<file path="config.mk">
export PLATFORM = sky130hd
export DESIGN_NAME = ft_wishbone_master_flat
export DESIGN_NICKNAME = d
export VERILOG_FILES = /design/src/rtl/ft_wishbone_master_if.sv /design/src/rtl/ft_wishbone_master.sv /design/src/flat_wrapper.sv
export SDC_FILE = /design/constraint.sdc
export NUM_CORES = 1
export LEC_CHECK = 0
export BUFFER_PORTS_ARGS = -buffer_cell sky130_fd_sc_hd__buf_2
export CORE_UTILIZATION = 51
export CTS_CLUSTER_SIZE = 28
export DETAILED_ROUTE_END_ITERATION = 7
export PLACE_DENSITY = 0.82
export SYNTH_ARGS = -nofsm -noshare
export SYNTH_HDL_FRONTEND = slang
export SYNTH_SLANG_ARGS = --single-unit
</file>
<file path="constraint.sdc">
create_clock -name clk -period 16.1 [get_ports clk]
set_clock_uncertainty 0.2 [all_clocks]
set_input_delay 3.22 -clock clk [delete_from_list [all_inputs] [get_ports clk]]
set_output_delay 3.22 -clock clk [all_outputs]
set_load 0.05 [all_outputs]
</file>
<file path="src/rtl/ft_wishbone_master_if.sv">
// Wishbone classic bus between ft_wishbone_master and a single slave.
// The master drives adr/dat/we/stb/cyc/sel; the slave returns dat_i and ack.
interface ft_wishbone_master_if;
   logic [31:0] wb_adr_o;
   logic [31:0] wb_dat_o;
   logic [31:0] wb_dat_i;
   logic        wb_we_o;
   logic        wb_stb_o;
   logic        wb_cyc_o;
   logic [3:0]  wb_sel_o;
   logic        wb_ack_i;

   modport master (
      output wb_adr_o, wb_dat_o, wb_we_o, wb_stb_o, wb_cyc_o, wb_sel_o,
      input  wb_dat_i, wb_ack_i
   );

   modport slave (
      input  wb_adr_o, wb_dat_o, wb_we_o, wb_stb_o, wb_cyc_o, wb_sel_o,
      output wb_dat_i, wb_ack_i
   );
endinterface

</file>
<file path="src/rtl/ft_wishbone_master.sv">
// Runs decoded FT245 host requests (ping/write/read) as Wishbone classic single transfers
// and returns response packets. Optional ack timeout: define WB_TIMEOUT_EN.
//
// Handshakes: ih_ready is a one-cycle pulse honoured only while master_ready=1;
// oh_en is a registered one-cycle pulse issued only after oh_ready was sampled high,
// and out_* change only on the edge that raises oh_en.
module ft_wishbone_master #(
   parameter logic [31:0] TIMEOUT = 32'd1000,
   parameter logic [3:0]  SEL_ALL = 4'hF
) (
   input  logic        clk,
   input  logic        rst,
   output logic        master_ready,
   input  logic        ih_ready,
   input  logic [31:0] in_command,
   input  logic [31:0] in_address,
   input  logic [27:0] in_data_count,
   input  logic [31:0] in_data,
   input  logic        oh_ready,
   output logic        oh_en,
   output logic [31:0] out_status,
   output logic [31:0] out_address,
   output logic [27:0] out_data_count,
   output logic [31:0] out_data,
   output logic [2:0]  state_dbg,
   ft_wishbone_master_if.master wb
);

   typedef enum logic [2:0] {
      IDLE       = 3'd0,
      WB_WRITE   = 3'd1,
      WAIT_WDATA = 3'd2,
      WB_READ    = 3'd3,
      WAIT_OH    = 3'd4,
      SEND_DATA  = 3'd5,
      SEND_RESP  = 3'd6
   } state_t;

   state_t      state, state_n;
   logic        mr_n, oh_en_n, first, first_n;
   logic [31:0] cmd, cmd_n, start, start_n, addr, addr_n;
   logic [27:0] count, count_n, remaining, remaining_n;
   logic [31:0] rdata, rdata_n, resp_status, resp_status_n, resp_addr, resp_addr_n;
   logic [31:0] out_status_n, out_address_n, out_data_n;
   logic [27:0] out_count_n;
   logic [31:0] adr, adr_n, dat, dat_n;
   logic        we, we_n, stb, stb_n;
`ifdef WB_TIMEOUT_EN
   logic [31:0] tmo, tmo_n;
`endif

   // cyc and stb come from one register so they always move together.
   assign wb.wb_adr_o = adr;
   assign wb.wb_dat_o = dat;
   assign wb.wb_we_o  = we;
   assign wb.wb_stb_o = stb;
   assign wb.wb_cyc_o = stb;
   assign wb.wb_sel_o = stb ? SEL_ALL : 4'h0;
   assign state_dbg   = state;

   always_comb begin
      state_n       = state;
      mr_n          = master_ready;
      oh_en_n       = 1'b0;
      first_n       = first;
      cmd_n         = cmd;
      start_n       = start;
      addr_n        = addr;
      count_n       = count;
      remaining_n   = remaining;
      rdata_n       = rdata;
      resp_status_n = resp_status;
      resp_addr_n   = resp_addr;
      out_status_n  = out_status;
      out_address_n = out_address;
      out_count_n   = out_data_count;
      out_data_n    = out_data;
      adr_n         = adr;
      dat_n         = dat;
      we_n          = we;
      stb_n         = stb;
      case (state)
         IDLE: begin
            mr_n = 1'b1;
            if (ih_ready && master_ready) begin
               mr_n        = 1'b0;
               cmd_n       = in_command;
               start_n     = in_address;
               addr_n      = in_address;
               count_n     = in_data_count;
               remaining_n = in_data_count;
               first_n     = 1'b1;
               case (in_command[3:0])
                  4'd0: begin
                     resp_status_n = ~in_command;
                     resp_addr_n   = 32'd0;
                     state_n       = SEND_RESP;
                  end
                  4'd1: begin
                     stb_n   = 1'b1;
                     we_n    = 1'b1;
                     adr_n   = in_address;
                     dat_n   = in_data;
                     state_n = WB_WRITE;
                  end
                  4'd2: begin
                     stb_n   = 1'b1;
                     we_n    = 1'b0;
                     adr_n   = in_address;
                     state_n = WB_READ;
                  end
                  default: state_n = IDLE;
               endcase
            end
         end
         WB_WRITE: begin
            if (stb && wb.wb_ack_i) begin
               stb_n  = 1'b0;
               we_n   = 1'b0;
               addr_n = addr + 32'd1;
               if (remaining != 28'd0) begin
                  remaining_n = remaining - 28'd1;
                  mr_n        = 1'b1;
                  state_n     = WAIT_WDATA;
               end else begin
                  resp_status_n = ~cmd;
                  resp_addr_n   = start;
                  state_n       = SEND_RESP;
               end
            end
         end
         WAIT_WDATA: begin
            if (ih_ready && master_ready) begin
               mr_n    = 1'b0;
               stb_n   = 1'b1;
               we_n    = 1'b1;
               adr_n   = addr;
               dat_n   = in_data;
               state_n = WB_WRITE;
            end
         end
         WB_READ: begin
            if (stb && wb.wb_ack_i) begin
               stb_n   = 1'b0;
               rdata_n = wb.wb_dat_i;
               state_n = first ? WAIT_OH : SEND_DATA;
            end
         end
         WAIT_OH, SEND_DATA: begin
            if (oh_ready) begin
               oh_en_n    = 1'b1;
               out_data_n = rdata;
               // Only the first beat carries a fresh header; later beats keep it.
               if (state == WAIT_OH) begin
                  out_status_n  = ~cmd;
                  out_address_n = start;
                  out_count_n   = count;
                  first_n       = 1'b0;
               end
               if (remaining != 28'd0) begin
                  remaining_n = remaining - 28'd1;
                  addr_n      = addr + 32'd1;
                  adr_n       = addr + 32'd1;
                  stb_n       = 1'b1;
                  state_n     = WB_READ;
               end else begin
                  state_n = IDLE;
               end
            end
         end
         SEND_RESP: begin
            if (oh_ready) begin
               oh_en_n       = 1'b1;
               out_status_n  = resp_status;
               out_address_n = resp_addr;
               out_count_n   = 28'd0;
               out_data_n    = 32'd0;
               state_n       = IDLE;
            end
         end
         default: state_n = IDLE;
      endcase
`ifdef WB_TIMEOUT_EN
      tmo_n = tmo;
      if (stb && !wb.wb_ack_i) begin
         // Abort: unsent write words are dropped, so master_ready stays low.
         if (tmo == TIMEOUT - 32'd1) begin
            stb_n         = 1'b0;
            we_n          = 1'b0;
            mr_n          = 1'b0;
            resp_status_n = {1'b0, ~cmd[30:4], 4'hF};
            resp_addr_n   = addr;
            state_n       = SEND_RESP;
         end else begin
            tmo_n = tmo + 32'd1;
         end
      end else if (!stb) begin
         tmo_n = 32'd0;
      end
`endif
   end

   always_ff @(posedge clk or posedge rst) begin
      if (rst) begin
         state          <= IDLE;
         master_ready   <= 1'b0;
         oh_en          <= 1'b0;
         first          <= 1'b0;
         cmd            <= '0;
         start          <= '0;
         addr           <= '0;
         count          <= '0;
         remaining      <= '0;
         rdata          <= '0;
         resp_status    <= '0;
         resp_addr      <= '0;
         out_status     <= '0;
         out_address    <= '0;
         out_data_count <= '0;
         out_data       <= '0;
         adr            <= '0;
         dat            <= '0;
         we             <= 1'b0;
         stb            <= 1'b0;
      end else begin
         state          <= state_n;
         master_ready   <= mr_n;
         oh_en          <= oh_en_n;
         first          <= first_n;
         cmd            <= cmd_n;
         start          <= start_n;
         addr           <= addr_n;
         count          <= count_n;
         remaining      <= remaining_n;
         rdata          <= rdata_n;
         resp_status    <= resp_status_n;
         resp_addr      <= resp_addr_n;
         out_status     <= out_status_n;
         out_address    <= out_address_n;
         out_data_count <= out_count_n;
         out_data       <= out_data_n;
         adr            <= adr_n;
         dat            <= dat_n;
         we             <= we_n;
         stb            <= stb_n;
      end
   end

`ifdef WB_TIMEOUT_EN
   always_ff @(posedge clk or posedge rst) begin
      if (rst) tmo <= '0;
      else     tmo <= tmo_n;
   end
`endif

endmodule

</file>
<file path="src/flat_wrapper.sv">
// flat-port wrapper written by rule: the top's interface ports become plain ports
module ft_wishbone_master_flat 
#(
   parameter logic [31:0] TIMEOUT = 32'd1000,
   parameter logic [3:0]  SEL_ALL = 4'hF
)
  (clk, rst, master_ready, ih_ready, in_command, in_address, in_data_count, in_data, oh_ready, oh_en, out_status, out_address, out_data_count, out_data, state_dbg, wb_wb_adr_o, wb_wb_dat_o, wb_wb_we_o, wb_wb_stb_o, wb_wb_cyc_o, wb_wb_sel_o, wb_wb_dat_i, wb_wb_ack_i);
  ft_wishbone_master_if wb_i ();
  input  logic clk;
  input  logic rst;
  output logic master_ready;
  input  logic ih_ready;
  input  logic [31:0] in_command;
  input  logic [31:0] in_address;
  input  logic [27:0] in_data_count;
  input  logic [31:0] in_data;
  input  logic oh_ready;
  output logic oh_en;
  output logic [31:0] out_status;
  output logic [31:0] out_address;
  output logic [27:0] out_data_count;
  output logic [31:0] out_data;
  output logic [2:0] state_dbg;
  output wire logic [$bits(wb_i.wb_adr_o)-1:0] wb_wb_adr_o;
  output wire logic [$bits(wb_i.wb_dat_o)-1:0] wb_wb_dat_o;
  output wire logic [$bits(wb_i.wb_we_o)-1:0] wb_wb_we_o;
  output wire logic [$bits(wb_i.wb_stb_o)-1:0] wb_wb_stb_o;
  output wire logic [$bits(wb_i.wb_cyc_o)-1:0] wb_wb_cyc_o;
  output wire logic [$bits(wb_i.wb_sel_o)-1:0] wb_wb_sel_o;
  input wire logic [$bits(wb_i.wb_dat_i)-1:0] wb_wb_dat_i;
  input wire logic [$bits(wb_i.wb_ack_i)-1:0] wb_wb_ack_i;
  assign wb_wb_adr_o = wb_i.wb_adr_o;
  assign wb_wb_dat_o = wb_i.wb_dat_o;
  assign wb_wb_we_o = wb_i.wb_we_o;
  assign wb_wb_stb_o = wb_i.wb_stb_o;
  assign wb_wb_cyc_o = wb_i.wb_cyc_o;
  assign wb_wb_sel_o = wb_i.wb_sel_o;
  assign wb_i.wb_dat_i = wb_wb_dat_i;
  assign wb_i.wb_ack_i = wb_wb_ack_i;
  ft_wishbone_master #(.TIMEOUT(TIMEOUT), .SEL_ALL(SEL_ALL)) u_core (.clk(clk), .rst(rst), .master_ready(master_ready), .ih_ready(ih_ready), .in_command(in_command), .in_address(in_address), .in_data_count(in_data_count), .in_data(in_data), .oh_ready(oh_ready), .oh_en(oh_en), .out_status(out_status), .out_address(out_address), .out_data_count(out_data_count), .out_data(out_data), .state_dbg(state_dbg), .wb(wb_i));
endmodule
</file>
==> key figures <==
STA
  • Period utilisation layout: between 30% and 40%
  • Final Critical Period: 5.45 ns
  • Final hold viol count: 0
  • Max-slew violation count: 0
  • RSZ-0062 raised after global routing: no
  • Setup_tns: 0 ns
  • PnR worst setup slack: 10.65 ns
  • Max Fclk: ~0.18 GHz
  • Final-report setup violation count: 0
  • Slew @ Worst Pin: 1.24 ns
  • Worst hold margin: 0.274 ns
  • Rel. slew slack: roughly 17%

GRT
  • First-pass GRT wire length: between 90000 and 100000 µm
  • Gr ovfl total: 0
  • Vias in the first global route: 16900
  • Largest net degree at the start of global routing: 187
  • Gr usage total: 28.8%
  • Initial antenna violation count: 6

Synthesis
  • Netlist Area Pre-Place: 20200 µm²
  • Post-synth top area share: 54.9%
  • Largest area contributor in the netlist: dfrtp_1
  • Sequential area share after synthesis: 54.9%
  • Post-synth EDFFs: 0
  • Synth Register Bits: 444
  • Synth cell types: 69
  • Post-Synthesis Cells: 2016
  • Ys Warns: 0
  • Net Count, Synth: 2179
  • Asr flop ratio synth: 100%
  • Largest cells by area after synthesis: dfrtp_1 (55%), nand2_1 (9.4%), mux2_2 (4.7%)
  • Top FF cell, synth: dfrtp_1
  • Avg Cell Area, Syn: around 10 µm²

Min path
  • Hold WC Path Type: reg2reg
  • Hold path cells: 2
  • Hold EP: u_core.out_address[22]
  • Min-Delay Startpoint: u_core.out_address[22]

Placed design
  • GPL Wtd Cong: roughly 0.93
  • I/O Buffers: 360
  • Detailed Place HPWL: 38700 µm
  • Place WS: 10.11 ns

Critical path
  • Delay-heaviest family, CP: compound AO/OA/AOI/OAI gates
  • Crit path launch type: primary input
  • Nature of the critical path endpoint: flop
  • Worst Path Max Fanout: 26
  • Worst stage delay on the critical path: 0.89 ns
  • R2R setup slack: around 12 ns
  • Worst-path cell chain: buf_2 > nand3_1 > a311oi_2 > buf_4 > o31a_1 > o21ai_0 > a22o_1
  • WP data arrival: 5.71 ns
  • R2R Path Start: u_core.remaining[0]
  • Reg2reg end: u_core.resp_status[30]
  • WP data required: 16.36 ns
  • Slowest CP cell: o31a_1
  • Worst Path Buf+Inv: 2
  • Reg2reg path depth: 8
  • Type of the worst setup path: in2reg

Clock network
  • CTS Root Cell: clkbuf_16
  • Gates resized, CTS repair: 0
  • Setup Buffers After CTS: 0
  • H-tree depth: 2
  • CTS sink count: 444
  • Clk_lat worst skew: 0.58 ns
  • Clk buf depth: 3
  • CTS tree: done
  • Hold-fix buffers, CTS: 0
  • CTS buffer count: 47
  • Clk pin slew, worst setup/hold paths: 0.06 ns

Drt
  • Initial DRC count: 1923
  • Via count: 17300
  • Post-Route WL: 58500 µm
  • DR pass1 iterations: 6
  • Post-DRT Antenna Nets: 0
  • Avg WL per Cell: 20.5 µm
  • DR vias/cell: 6.08
  • Remaining DRCs: 0

Floorplan
  • Die width: slightly above 200 µm
  • Starting Density: 52.0%
  • Height of the die: between 200 and 250 µm
  • Num rows: 72
  • Die footprint: 40500 µm²
  • IO Pins: around 360
  • Core region area: 38900 µm²

Cells and area
  • Fillers: roughly 3100
  • Final net count: 2452
  • Area of the multi-input gates: 8490 µm²
  • Synth-to-layout area growth: 18.0%
  • Register area: 11100 µm²
  • Share of layout cells above drive strength 1: 26.1%

Outcome
  • Status: finished, final reports clean

Power
  • Pwr Density: 94.4 nW/µm²
  • Leakage power: between 10 and 15 nW
  • Peak VDD IR: 0.0948 mV
  • Total power: approximately 2.3 mW

Job
  • Max-Cap Viols: 0
-- kinds of logic after synthesis --
logic type,count (synthesis),synth area share [%]
multiplexers,148,8.58
AND/OR/NAND/NOR,732,15.7
buffers and inverters,174,3.66
flip-flops,444,54.9
AO/OA/AOI/OAI,511,16.8
XOR/XNOR,5,0.217
adder cells (fa/ha/maj),2,0.124
-- per-layer routing --
metal | part of all wire, % | vias up | global-route usage [%]
met5 | 0.026 | - | 0
met4 | 3.5 | 2 | 11.7
met3 | 8.7 | 132 | 5.88
met2 | 45 | 906 | 43.7
met1 | 42 | 8529 | 40.6
li1 | - | 7772 | -
-- stage by stage --
stage,area (µm²),util (%),std cells
after detailed placement,22300,57.3,2758
after global placement,22300,57.3,2758
after global routing,23900,61.3,2850
after floorplan,20200,-,2016
final,23900,61.3,2852
after CTS,23800,61.3,2845
-- cells in the mapped netlist (all sizes together), types with 12 or more instances --
library cell  count
nor4             21
o311ai           13
o21ai           182
a31oi            26
o22ai            46
mux2i            34
nand2           507
nand3            41
o211ai           12
a22o             70
nor2             51
buf              36
a21oi            50
nand4            20
dfrtp           444
a22oi            20
nor3             26
a211oi           15
mux2            114
clkbuf          127
-- final cells by class --
class	count	area share, %
diodes	7	0.0734
repair buffers	387	8.45
flip-flops and latches	444	46.6
inverters	11	0.204
multi-input cells	1398	35.6
clock buffers	71	5.86
clock inverters	16	0.577
well taps	518	2.72
-- layout by cell type (no fill, tap or decap), drive strengths merged, types with 10 or more instances in the layout --
master and n:
o311ai 13, or3 11, mux2i 34, a21oi 50, and3 11, nor4 21, a22o 70, o22ai 46
mux2 114, nand3 41, o21ai 182, a22oi 20, nor3 26, o211ai 12, a2bb2oi 10, a211oi 15
buf 387, clkbuf 71, nor2 51, a31oi 26, nand2 507, nand4 20, dfrtp 444, clkinv 10
inv 13
-- sequential cells by signal, indices dropped and copies added, names as in the netlist --
| name | flops |
|---|---|
| u_core.addr | 32 |
| u_core.cmd | 32 |
| u_core.count | 28 |
| u_core.first | 1 |
| u_core.master_ready | 1 |
| u_core.oh_en | 1 |
| u_core.out_address | 32 |
| u_core.out_data | 32 |
| u_core.out_data_count | 28 |
| u_core.out_status | 32 |
| u_core.rdata | 32 |
| u_core.remaining | 28 |
| u_core.resp_addr | 32 |
| u_core.resp_status | 32 |
| u_core.start | 32 |
| u_core.state_dbg | 3 |
| u_core.wb.wb_adr_o | 32 |
| u_core.wb.wb_cyc_o | 1 |
| u_core.wb.wb_dat_o | 32 |
| u_core.wb.wb_we_o | 1 |
-- worst max-delay path by stage --
stage,from,endpoint,slack [ns],depth (start not counted)
after global placement,wb_wb_ack_i,u_core.addr[2],10.16,7
after CTS,wb_wb_ack_i,u_core.addr[2],10.74,7
after floorplan,rst,u_core.addr[0],0.31,1
after global routing,wb_wb_ack_i,u_core.addr[2],10.52,7
final,wb_wb_ack_i,u_core.addr[2],10.65,7
after detailed placement,wb_wb_ack_i,u_core.addr[2],10.11,7
-- report_power, final --
| part | switching (mW) | internal, mW | total (mW) |
|---|---|---|---|
| sequential | 0 | 1.12 | 1.12 |
| combinational | 0.0408 | 0.0183 | 0.0591 |
| clock | 0.460 | 0.619 | 1.08 |
-- worst register-to-register path, stage by stage, from the launching register on --
cell,delay [ns]
dfrtp_1,0.40
inv_1,0.10
ha_1,0.25
nor4b_2,0.46
nand3_1,0.20
or3_1,0.63
a221oi_4,0.37
buf_4,0.57
mux2_2,0.45
Note: power is estimated with default switching activity, not from simulation.
